[src/rtl/inst_fetch_unit_if.sv]
// -----------------------------------------------------------------------------
// inst_fetch_unit_if
// Instruction-memory request/acknowledge bus between the fetch unit and the
// instruction memory.
//   imem_req   : fetch request, driven by the fetch unit
//   imem_addr  : fetch address (the fetch unit's current PC)
//   imem_ack   : memory returns imem_rdata in this cycle
//   imem_rdata : fetched instruction word
// Modports: master = fetch unit side, slave = memory side.
// -----------------------------------------------------------------------------
interface inst_fetch_unit_if;
  logic        imem_req;
  logic [31:0] imem_addr;
  logic        imem_ack;
  logic [31:0] imem_rdata;

  modport master (
    output imem_req,
    output imem_addr,
    input  imem_ack,
    input  imem_rdata
  );

  modport slave (
    input  imem_req,
    input  imem_addr,
    output imem_ack,
    output imem_rdata
  );
endinterface

[src/rtl/inst_fetch_unit.sv]
// -----------------------------------------------------------------------------
// inst_fetch_unit
// Multi-cycle instruction fetch unit. It requests the word at PC, holds it in
// Inst while the downstream stage executes it, then computes the next PC
// (sequential, branch or jump) and starts the next fetch.
//
// Ports
//   clk        : single clock, all state updates on the rising edge
//   rst        : synchronous active-high reset
//   imem       : instruction-memory bus (master side: req/addr out, ack/rdata in)
//   Inst       : held instruction register
//   inst_valid : Inst is valid and executing
//   PC         : address of Inst
//   ex_done    : downstream stage finished Inst; Jump/Branch/Zero valid now
//   Jump       : jump decode from the control unit
//   Branch     : branch decode from the control unit
//   Zero       : ALU zero flag
//   retired    : count of completed instructions (wraps modulo 2^32)
// -----------------------------------------------------------------------------
module inst_fetch_unit #(
  parameter logic [31:0] RESET_PC = 32'h0000_3000
) (
  input  logic                      clk,
  input  logic                      rst,
  inst_fetch_unit_if.master         imem,
  output logic [31:0]               Inst,
  output logic                      inst_valid,
  output logic [31:0]               PC,
  input  logic                      ex_done,
  input  logic                      Jump,
  input  logic                      Branch,
  input  logic                      Zero,
  output logic [31:0]               retired
);

  typedef enum logic [1:0] {
    IDLE  = 2'd0,
    REQ   = 2'd1,
    ISSUE = 2'd2
  } state_t;

  state_t      state_q;
  state_t      state_d;
  logic        fetch_accept;   // ack seen while requesting
  logic        exec_accept;    // ex_done seen while issuing

  logic [31:0] pc4;
  logic [31:0] jump_target;
  logic [31:0] branch_offset;
  logic [31:0] branch_target;
  logic [31:0] next_pc;

  // ---------------------------------------------------------------------------
  // FSM state register
  // ---------------------------------------------------------------------------
  // NOTE: sequential state uses non-blocking assignments so every register
  // samples the pre-edge values, independent of block evaluation order.
  always_ff @(posedge clk) begin
    if (rst) begin
      state_q <= IDLE;
    end else begin
      state_q <= state_d;
    end
  end

  // ---------------------------------------------------------------------------
  // FSM next-state logic. The accept strobes are only raised in the state that
  // is allowed to consume the event, so a stray ack outside REQ or a stray
  // ex_done outside ISSUE has no effect.
  // ---------------------------------------------------------------------------
  // NOTE: every output of this block gets a default first, otherwise a path
  // through the case that skips an assignment would infer a latch.
  always_comb begin
    state_d      = state_q;
    fetch_accept = 1'b0;
    exec_accept  = 1'b0;
    unique case (state_q)
      IDLE: begin
        state_d = REQ;
      end
      REQ: begin
        if (imem.imem_ack) begin
          fetch_accept = 1'b1;
          state_d      = ISSUE;
        end
      end
      ISSUE: begin
        if (ex_done) begin
          exec_accept = 1'b1;
          state_d     = REQ;
        end
      end
      default: begin
        state_d = IDLE;
      end
    endcase
  end

  // Request and valid are pure state decodes, so they drop in the same cycle
  // the state changes and never glitch against the registered PC/Inst.
  assign imem.imem_req  = (state_q == REQ);
  assign imem.imem_addr = PC;
  assign inst_valid     = (state_q == ISSUE);

  // ---------------------------------------------------------------------------
  // Next-PC computation, all 32-bit modulo arithmetic.
  // Jump beats branch; a branch is only taken when Zero is set.
  // ---------------------------------------------------------------------------
  always_comb begin
    pc4           = PC + 32'd4;
    jump_target   = {pc4[31:28], Inst[25:0], 2'b00};
    branch_offset = {{14{Inst[15]}}, Inst[15:0], 2'b00};
    branch_target = pc4 + branch_offset;
    if (Jump) begin
      next_pc = jump_target;
    end else if (Branch && Zero) begin
      next_pc = branch_target;
    end else begin
      next_pc = pc4;
    end
  end

  // ---------------------------------------------------------------------------
  // Instruction register, PC and retire counter. Reset has priority over any
  // simultaneous ack or ex_done. The low PC bits are forced to zero at reset;
  // every computed target is word aligned, so they stay zero afterwards.
  // ---------------------------------------------------------------------------
  always_ff @(posedge clk) begin
    if (rst) begin
      PC      <= {RESET_PC[31:2], 2'b00};
      Inst    <= 32'd0;
      retired <= 32'd0;
    end else begin
      if (fetch_accept) begin
        Inst <= imem.imem_rdata;
      end
      if (exec_accept) begin
        PC      <= next_pc;
        retired <= retired + 32'd1;
      end
    end
  end

endmodule

[src/flat_wrapper.sv]
// flat-port wrapper written by rule: the top's interface ports become plain ports
module inst_fetch_unit_flat 
#(
  parameter logic [31:0] RESET_PC = 32'h0000_3000
)
  (clk, rst, Inst, inst_valid, PC, ex_done, Jump, Branch, Zero, retired, imem_imem_req, imem_imem_addr, imem_imem_ack, imem_imem_rdata);
  inst_fetch_unit_if imem_i ();
  input  logic clk;
  input  logic rst;
  output logic [31:0] Inst;
  output logic inst_valid;
  output logic [31:0] PC;
  input  logic ex_done;
  input  logic Jump;
  input  logic Branch;
  input  logic Zero;
  output logic [31:0] retired;
  output wire logic [$bits(imem_i.imem_req)-1:0] imem_imem_req;
  output wire logic [$bits(imem_i.imem_addr)-1:0] imem_imem_addr;
  input wire logic [$bits(imem_i.imem_ack)-1:0] imem_imem_ack;
  input wire logic [$bits(imem_i.imem_rdata)-1:0] imem_imem_rdata;
  assign imem_imem_req = imem_i.imem_req;
  assign imem_imem_addr = imem_i.imem_addr;
  assign imem_i.imem_ack = imem_imem_ack;
  assign imem_i.imem_rdata = imem_imem_rdata;
  inst_fetch_unit #(.RESET_PC(RESET_PC)) u_core (.clk(clk), .rst(rst), .imem(imem_i), .Inst(Inst), .inst_valid(inst_valid), .PC(PC), .ex_done(ex_done), .Jump(Jump), .Branch(Branch), .Zero(Zero), .retired(retired));
endmodule
[config.mk]
export PLATFORM = sky130hd
export DESIGN_NAME = inst_fetch_unit_flat
export DESIGN_NICKNAME = d
export VERILOG_FILES = /design/src/rtl/inst_fetch_unit_if.sv /design/src/rtl/inst_fetch_unit.sv /design/src/flat_wrapper.sv
export SDC_FILE = /design/constraint.sdc
export NUM_CORES = 1
export LEC_CHECK = 0
export ABC_AREA = 1
export ABC_CLOCK_PERIOD_IN_PS = 2500
export BUFFER_PORTS_ARGS = -buffer_cell sky130_fd_sc_hd__clkbuf_2
export CORE_MARGIN = 5
export CORE_UTILIZATION = 45
export CTS_CLUSTER_DIAMETER = 60
export CTS_CLUSTER_SIZE = 16
export DETAILED_ROUTE_END_ITERATION = 8
export PLACE_DENSITY = 0.79
export RECOVER_POWER = 25
export SYNTH_ARGS = -nofsm -noshare
export SYNTH_HDL_FRONTEND = slang
export SYNTH_SLANG_ARGS = --single-unit
[constraint.sdc]
create_clock -name clk -period 2.5 [get_ports clk]
set_input_delay 0.125 -clock clk [delete_from_list [all_inputs] [get_ports clk]]
set_output_delay 0.125 -clock clk [all_outputs]
set_load 0.01 [all_outputs]
### After elaboration in Yosys (flattened, before gate mapping)

Cells that the tools add are included.

* reduce and logical (&&, ||, !) cells: 3
* equality and inequality tests: 4
* multiplexer cells: 9
* $add $sub $neg: 3

Operators with widths (number)
* $mux 32: 2
* $add 32x1->32 const B: 1
* $add 32x3->32 const B: 1
* $add 32x32->32: 1
* $pmux 2 s3: 1
* $mux 1: 4
* $mux 2: 2
* $ne 2x1->1 const B: 2
* $eq 2x1->1 const B: 1
* $eq 2x2->1 const B: 1
* $logic_not 2->1: 1
* $reduce_and 2->1: 1
* $logic_and 1x1->1: 1

* input port bits: 39
* register bits after elaboration: 98
* word-level logic and storage cells: 23
* output and inout port bits: 130

### Logic depth before layout (Yosys ltp)

Gate-level depths: netlist of run 1.

* depth in word-level cells: 4
* depth in mapped cells: 26
* gate-level depth less buffers: 26

### Worst setup path before layout of run 1

OpenSTA, ideal clock, no wires.

* kind: register -> register
* from: register u_core.PC[2]
* to: register u_core.PC[31]
* period minus slack after synthesis: 2.756 ns
* buffers on the path: 0
* data required time: 2.368 ns
* library setup time: 0.132 ns
* cell stages (with the launch flop): 25
* arrival: 2.624 ns
* setup slack: -0.256 ns
* cells stage by stage: dfxtp_1 > ha_1 > nand2_1 > nor2_1 > nand2_1 > nor2_1 > nand3_1 > nor2_1 > nand2_1 > nand2_1 > inv_1 > ha_1 > nand2_1 > nor2_1 > nand2_1 > inv_1 > nand2_1 > nand2_1 > inv_1 > nand2_1 > nand2_1 > nand3_1 > nand2_1 > nand2_1 > a21oi_1

* word-level cells in the longest chain between the ends: 4

RTL lines
* from (decl): RTL line inst_fetch_unit.sv:28 `output logic [31:0] PC,`
* from (signal assigned): RTL line inst_fetch_unit.sv:130 `PC <= {RESET_PC[31:2], 2'b00};`
* from (signal assigned): RTL line inst_fetch_unit.sv:138 `PC <= next_pc;`
* $add 32x3->32 (*): RTL line inst_fetch_unit.sv:110 `pc4 = PC + 32'd4;`
* $add 32x32->32: RTL line inst_fetch_unit.sv:113 `branch_target = pc4 + branch_offset;`
* $mux 32: RTL line inst_fetch_unit.sv:116 `end else if (Branch && Zero) begin`
* $mux 32 (*): RTL line inst_fetch_unit.sv:114 `if (Jump) begin`

Mark *: on every way between the ends. The rest lies on a longest branch, timed or not.
A chain may end at the register's enable or synchronous reset.

### Worst setup path after layout of run 1

* from: register u_core.PC[3]
* to: register u_core.PC[16]

* word-level cells in the longest chain between the ends: 4

RTL lines (RTL line)
* $add 32x3->32 (*): inst_fetch_unit.sv:110
* $add 32x32->32: inst_fetch_unit.sv:113
* $mux 32 (*): inst_fetch_unit.sv:116
* $mux 32 (*): inst_fetch_unit.sv:114

Marks and branches as above.

==> results.md, run 1 <==
## Status
- outcome: complete, but fails checks
- violated checks: negative setup slack

## Power
- PD cells: 341 mW/mm^2
- Total Power Consumption: 3.96 mW
- largest voltage drop on the vdd net: 0.488 mV
- clock network fraction of design power: 0.388
- Comb pwr share: 0.204
- switching power: 1.16 mW
- Static Leak: 5.47 nW
- switching share of power: 0.293
- share of total power in sequential cells: 0.408
- internal portion of total power: 2.80 mW

## Worst setup path
- CP Capture Type: flop
- CP Class: flop to flop
- data arrival at the endpoint of the critical path: 3.21 ns
- register-to-register setup slack: -0.51 ns
- start of the worst register-to-register path: u_core.PC[3]
- type of element launching the critical path: flop
- data required time at the worst endpoint: 2.70 ns
- Critical Path Fanout Max: 4
- worst-case reg-to-reg path depth: 17
- end of the worst register-to-register path: u_core.PC[16]

## CTS
- post-cts hold buffer count: 0
- clock latency on the worst-skew pair: 0.35 ns
- H-tree depth: 3
- CTS clk-pin slew, worst paths: 0.07 ns
- TritonCTS sink count: 96
- cell at the root of the clock tree: clkbuf_16
- CTS tree: done
- TritonCTS Buffers: 9
- CTS max path bufs: 2

## GRT
- initial antenna violation count: 0
- first-pass GRT wire length: 47,400 microns
- vias in the first global route: 9,424
- global-route usage over all layers: 0.296
- largest net degree at the start of global routing: 63
- remaining global-route overflow: 0

## Timing
- number of max-slew violations in the final report: 0
- worst slew margin relative to its limit: 0.408
- final worst setup slack: -0.512 ns
- number of setup violations in the final report: 26
- setup repair after global routing missed its margin: yes
- setup total negative slack: -9.32 ns
- Fin. Hold Viols: 0
- peak clock frequency supported by timing: 332 MHz
- Tightest Pin Transition: 0.888 ns
- Tcrit/Tclk final: 1.20
- largest clock skew in the final design: 0.0115 ns
- clock period minus final worst setup slack: 3.01 ns

## Job
- number of max-capacitance violations reported: 0

## Floorplan
- Initial Util: 0.459
- full die area: 0.0196 sq mm
- die height: 140 microns
- number of ports placed on the die boundary: 169
- core region area: 0.0166 sq mm
- count of standard-cell rows: 47
- width of the chip: 140 microns

## Final layout
- multi-input gate area in the final layout: 0.00616 sq mm
- relative area change from synthesis to final layout: 52.4%
- count of filler cells inserted in the layout: 1,231
- area used by sequential logic in the layout: 0.00195 sq mm
- final core area utilization: 0.699
- Ant. Diodes: 0
- finished layout cell area: 0.0116 sq mm
- fraction of final layout cells with drive strength greater than 1: 0.393
- number of nets in the finished design: 1,631

## Routing
- TritonRoute pass-1 iters: 7
- number of nets with antenna violations after detailed routing: 0
- First DRT Iteration DRCs: 1,371
- Remaining DRCs: 0
- total routed wirelength: 34,100 microns
- post-detailed-route wirelength per cell: 19.2 microns
- number of vias after detailed routing: 10,200
- vias per cell: 5.75

## Synth
- area share of fa/ha/maj cells after synthesis: 0.0651
- number of synthesized register bits: 96
- gate count after technology mapping: 1,256
- Yosys warning total: 0
- proportion of synthesized flip-flops having asynchronous set or reset: 0
- share of the yosys chip area belonging to registers: 0.253
- post-synthesis average cell area: 6.06 sq um
- post-synthesis mux area share: 0
- Synth Area in XOR/XNOR: 0.0311
- post-synthesis share of cell area spent on and, or, nand and nor gates: 0.360
- top_reg_cell synth: dfxtp_1
- number of enable-type register cells in the synthesized netlist: 0
- largest family of logic cells by synthesized area: simple AND/OR/NAND/NOR gates
- Compound-Gate Fraction of Synth Area: 0.153
- Netlist cell types: 45
- synthesized cell area: 0.00761 sq mm

## Worst hold path
- class of the tightest hold or removal check: input port to flop
- start point of the worst min-delay path: imem_imem_rdata[26]
- Hold Path Sink: u_core.Inst[26]
- Min-Delay Path Depth: 3

## Place
- placement-stage cell area: 0.00967 sq mm
- post-detailed-placement half-perimeter wirelength: 22,100 microns
- quantity of I/O buffers inserted on ports: 164
- routability cong.: 1.03
- Setup WS pre-CTS: -0.484 ns

-- critical path, cell delays in order, from the launching register on --
cell,delay (ns)
dfxtp_4,0.40
nand2_4,0.06
nor2_4,0.22
nand2_4,0.12
nor2_4,0.14
buf_6,0.14
xor2_4,0.26
ha_4,0.24
nand2_2,0.09
nor2_2,0.23
nand2_1,0.15
or2_2,0.34
nand2_1,0.07
nand2_1,0.07
nand3_1,0.10
nand3_2,0.10
nand2_1,0.07
a21oi_1,0.06
-- area by class of cell --
cell class	count	area share
sequential	96	0.169
inverter	171	0.0559
timing repair buffer	354	0.192
multi-input combinational	921	0.532
clock inverter	6	0.00755
tap	220	0.0237
clock buffer	10	0.0206
-- synthesized netlist by cell type (2+ instances only) --
cell | instances | area share
nand2_1 | 366 | 0.18
inv_1 | 169 | 0.083
a21oi_1 | 133 | 0.088
nand3_1 | 101 | 0.066
dfxtp_1 | 96 | 0.25
nor2_1 | 95 | 0.047
o21ai_0 | 48 | 0.032
ha_1 | 38 | 0.063
clkbuf_1 | 35 | 0.017
buf_4 | 34 | 0.034
xor2_1 | 17 | 0.020
nor3_1 | 16 | 0.011
nand4_1 | 15 | 0.012
or2_2 | 10 | 0.0082
xnor2_1 | 10 | 0.012
o211ai_1 | 9 | 0.0089
o21bai_1 | 9 | 0.0089
nand3b_1 | 5 | 0.0049
nor2_2 | 5 | 0.0041
o21a_1 | 5 | 0.0049
a31oi_1 | 4 | 0.0033
nand2_2 | 3 | 0.0025
nor3_2 | 3 | 0.0039
nor4_1 | 3 | 0.0025
a211oi_1 | 2 | 0.0020
a221oi_1 | 2 | 0.0023
and3_1 | 2 | 0.0016
nand4_2 | 2 | 0.0033
nor2_4 | 2 | 0.0030
nor3b_1 | 2 | 0.0020
-- registers in the layout, indices dropped and copies added (netlist names) --
signal	flops
u_core.retired	32
u_core.state_q	2
u_core.Inst	32
u_core.PC	30
-- worst max-delay path by stage --
stage,start,endpoint,slack (ns),depth (start not counted)
CTS,u_core.PC[7],u_core.PC[27],-0.21,19
global route,u_core.PC[6],u_core.PC[16],-0.62,18
floorplan,u_core.PC[2],u_core.PC[24],-0.003,20
finish,u_core.PC[3],u_core.PC[16],-0.51,17
detailed placement,u_core.PC[4],u_core.PC[12],-0.48,15
global placement,u_core.PC[4],u_core.PC[12],-0.45,15
-- cells in the final DEF, fill, tap and decap left out, types with 6 or more instances in the layout --
cell type	n
nand2_1	290
buf_4	179
inv_1	154
clkbuf_2	120
a21oi_1	110
dfxtp_1	80
nand3_1	75
nand2_2	60
nor2_1	56
clkbuf_1	46
o21ai_0	41
ha_4	28
nor2_4	27
nand3_2	21
nor2_2	19
nand2_4	18
a21oi_2	17
nand4_1	15
inv_2	14
xor2_1	11
dfxtp_2	11
nor3_1	9
o211ai_1	9
ha_1	9
clkbuf_16	9
or2_2	8
buf_6	8
nor3_2	7
nand3_4	6
a21oi_4	6
-- metal layers --
layer,vias to the layer above,GRT usage,wire (microns)
met5,-,0,0
met4,0,0.145,2500
met3,228,0.0613,3700
met2,698,0.492,15400
met1,4687,0.366,12500
li1,4603,-,-
-- power groups by stage --
stage / combinational, mW / clock [mW] / sequential [mW]
after global placement: 0.620 / 0 / 1.64
after CTS: 0.706 / 1.55 / 1.61
after floorplan: 0.326 / 0 / 1.66
final: 0.807 / 1.54 / 1.61
after global routing: 0.857 / 1.62 / 1.62
after detailed placement: 0.630 / 0 / 1.64
-- cell families after synthesis --
group / count (synthesis)
DFF: 96
AOI/OAI and AO/OA: 216
adders and majority gates: 39
buffers and inverters: 242
other: 1
xor gates and xnor gates: 27
and+or+nand+nor: 635
-- per-stage QoR --
stage,cells,hold slack [ns]
after CTS,1771,0.0177
after global placement,1736,0.381
after global routing,1778,0.0432
after floorplan,1259,0.293
final,1778,0.0331
after detailed placement,1736,0.387
-- what timing repair did --
item,4_1_cts,5_1_grt
gates resized for setup,184,141
pin swaps,87,87
buffers inserted,20,9
gates cloned,0,0
endpoints found under the setup margin,25,25
Power figures use the tool's default switching activity.
==> run 2, diff against run 1 <==
--- a/config.mk
+++ b/config.mk
@@ -8,11 +8,10 @@
 export ABC_AREA = 1
 export ABC_CLOCK_PERIOD_IN_PS = 2500
 export BUFFER_PORTS_ARGS = -buffer_cell sky130_fd_sc_hd__clkbuf_2
-export CORE_MARGIN = 5
 export CORE_UTILIZATION = 45
-export CTS_CLUSTER_DIAMETER = 60
 export CTS_CLUSTER_SIZE = 16
 export DETAILED_ROUTE_END_ITERATION = 8
+export MAX_ROUTING_LAYER = met4
 export PLACE_DENSITY = 0.79
 export RECOVER_POWER = 25
 export SYNTH_ARGS = -nofsm -noshare
==> run 2 against run 1 <==
Count of clock-buffer cells in the layout grew 1. Hold slack lost 0.020 ns. Clock skew grew 0.0053 ns. Global-route usage grew 5.5 points. Largest cell class unchanged. Wire length grew 3.0%. Non-clock buffer count grew 6. The flow still finishes with violations (negative setup slack). Final cell count grew 0.28%. Highest routed layer unchanged.
==> results.md, run 2 (synthesis results as in run 1) <==
## Final layout
- largest registers in the final layout: u_core.Inst x32, u_core.retired x32, u_core.PC x30
- most used cells in the layout excluding fill and tap cells: 287 x nand2_1, 180 x buf_4, 155 x inv_1, 116 x clkbuf_2, 109 x a21oi_1
- Final Instance Count excl. Fillers: 1,783, +0.28%
- relative area change from synthesis to final layout: 51.9%
- Ant. Diodes: 0, unchanged
- count of filler cells inserted in the layout: 1,200, -2.5%
- fraction of final layout cells with drive strength greater than 1: 0.388, -0.00510
- finished layout cell area: 0.0116 sq mm, -0.36%
- number of nets in the finished design: 1,637, +0.37%
- most common library cell in the layout ignoring fill and taps: nand2_1
- final core area utilization: 0.699, about the same

## GRT
- global-route usage over all layers: 0.352, +0.0554
- first-pass GRT wire length: 47,100 microns, -0.73%
- largest net degree at the start of global routing: 63, unchanged
- vias in the first global route: 9,161, -2.8%
- initial antenna violation count: 0, unchanged
- remaining global-route overflow: 0, unchanged

## Routing
- number of nets with antenna violations after detailed routing: 0, unchanged
- vias per cell: 5.94, +3.4%
- number of vias after detailed routing: 10,600, +3.7%
- met1 wire length: 12,500 microns, +0.18%
- First DRT Iteration DRCs: 1,343, -2.0%
- Detail Route met2 WL: 15,500 microns, +0.32%
- Remaining DRCs: 0, unchanged
- total routed wirelength: 35,100 microns, +3.0%
- DR WL met3: 4410 microns, +19%
- highest layer used for signal routing: met4
- TritonRoute pass-1 iters: 7, unchanged
- post-detailed-route wirelength per cell: 19.7 microns, +2.7%

## Place
- routability cong.: 1.01, -2.6%
- quantity of I/O buffers inserted on ports: 164, unchanged
- post-placement cell count: 1,729, -0.40%
- post-detailed-placement half-perimeter wirelength: 21,200 microns, -4.2%
- placement-stage cell area: 0.00963 sq mm, -0.41%

## Timing
- worst slew margin relative to its limit: 0.307, -0.101
- Worst Hold Slack: 0.0129 ns, -0.0202 ns
- peak clock frequency supported by timing: 335 MHz, +0.99%
- largest clock skew in the final design: 0.0168 ns, +0.00527 ns
- Tightest Pin Transition: 1.04 ns, +0.151 ns
- number of setup violations in the final report: 27, +3.8%
- Tcrit/Tclk final: 1.19, -0.0118
- final worst setup slack: -0.482 ns, +0.0295 ns
- Fin. Hold Viols: 0, unchanged
- setup repair after global routing missed its margin: yes
- clock period minus final worst setup slack: 2.98 ns, -0.0295 ns
- number of max-slew violations in the final report: 0, unchanged

## CTS
- post-cts hold buffer count: 0, unchanged
- CTS tree: done
- CTS clk-pin slew, worst paths: 0.07 ns, about the same
- TritonCTS Buffers: 9, unchanged
- clock latency on the worst-skew pair: 0.36 ns, about the same
- H-tree depth: 3, unchanged
- CTS max path bufs: 2, unchanged
- cell at the root of the clock tree: clkbuf_16
- TritonCTS sink count: 96, unchanged

## Worst setup path
- data required time at the worst endpoint: 2.70 ns, about the same
- CP Class: flop to flop
- Critical Path Fanout Max: 4, unchanged
- type of element launching the critical path: flop
- start of the worst register-to-register path: u_core.PC[8]
- data arrival at the endpoint of the critical path: 3.18 ns, -0.03 ns
- startpoint of the most critical setup path: u_core.PC[8]
- CP Capture Type: flop

## Power
- largest voltage drop on the vdd net: 0.367 mV, -25%
- clock network fraction of design power: 0.358, -0.030
- PD cells: 326 mW/mm^2, -4.5%
- Total Power Consumption: 3.77 mW, -4.8%
- internal portion of total power: 2.58 mW, -7.7%
- switching share of power: 0.314, +0.0209
- share of total power in sequential cells: 0.428, +0.020
- Static Leak: 5.43 nW, -0.68%
- switching power: 1.18 mW, +2.0%
- Comb pwr share: 0.214, +0.010

## Job
- number of max-capacitance violations reported: 0, unchanged

## Worst hold path
- start point of the worst min-delay path: imem_imem_rdata[2]
- class of the tightest hold or removal check: input port to flop

## Floorplan
- die height: 132 microns, -5.7%
- Initial Util: 0.460, +0.00163
- width of the chip: 132 microns, -5.7%
- core region area: 0.0165 sq mm, -0.35%
- count of standard-cell rows: 47, unchanged
- number of ports placed on the die boundary: 169, unchanged
- full die area: 0.0174 sq mm, -11%

## Status
- violated checks: negative setup slack
- outcome: complete, but fails checks

-- run 2: cell count changes in the layout (fill, tap and decap cells not counted), moves of 4 or more --
cell      previous run  this run
nand3_2             21        17
clkbuf_1            46        50
nand2_2             60        66
clkbuf_2           120       116
nand3_1             75        81
-- run 2: path summary, 6_finish.rpt --
kind | to | slack, ns | depth (start not counted)
setup / recovery | u_core.PC[11] | -0.48 | 15
hold / removal | u_core.Inst[2] | 0.01 | 3
setup reg to reg | u_core.PC[11] | -0.48 | 15
hold reg to reg | u_core.Inst[31] | 0.46 | 2
-- run 2: worst max-delay path, cell delays in order, from the launching register on --
cell	delay, ns
dfxtp_4	0.39
nand2_1	0.11
nor2_1	0.23
nand2_2	0.12
buf_4	0.15
xnor2_2	0.24
ha_4	0.28
a21oi_2	0.18
nand2_1	0.10
inv_1	0.07
nand2_2	0.07
or2_2	0.29
nand3_1	0.11
nand3_1	0.12
nand2_1	0.24
a21oi_1	0.10
-- run 2: layer usage --
layer / vias to the layer above / track usage
met5: - / -
met4: 0 / 0.214
met3: 280 / 0.0773
met2: 860 / 0.545
met1: 4848 / 0.416
li1: 4610 / -
-- run 2: timing repair --
action                     4_1_cts  5_1_grt
buffers inserted                22       19
pin swaps                      100       64
gates resized for setup        204      116
hold endpoints to repair         0        0
setup endpoints to repair       25       25
gates cloned                     0        0
-- run 2: per-stage QoR --
step	setup TNS, ns	setup WS, ns
finish	-9.79	-0.482
global route	-12.21	-0.601
CTS	-2.81	-0.189
detailed placement	-8.22	-0.578
global placement	-7.49	-0.514
floorplan	-0.00865	-0.00342
-- run 2: cell type report --
| class | count | area, sq um | share of cell area |
|---|---|---|---|
| multi-input cells | 921 | 6090 | 0.527 |
| inverters | 171 | 643 | 0.0557 |
| repair buffers | 360 | 2320 | 0.201 |
| clock inverters | 4 | 27.5 | 0.00238 |
| well taps | 220 | 275 | 0.0238 |
| flip-flops and latches | 96 | 1960 | 0.170 |
| clock buffers | 11 | 243 | 0.0210 |
-- run 2: power groups by stage --
stage | clock network (mW) | registers (mW) | logic [mW]
after global placement | 0 | 1.64 | 0.611
final | 1.35 | 1.61 | 0.807
after detailed placement | 0 | 1.64 | 0.620
after CTS | 1.33 | 1.61 | 0.705
after global routing | 1.41 | 1.61 | 0.844
after floorplan | 0 | 1.66 | 0.326
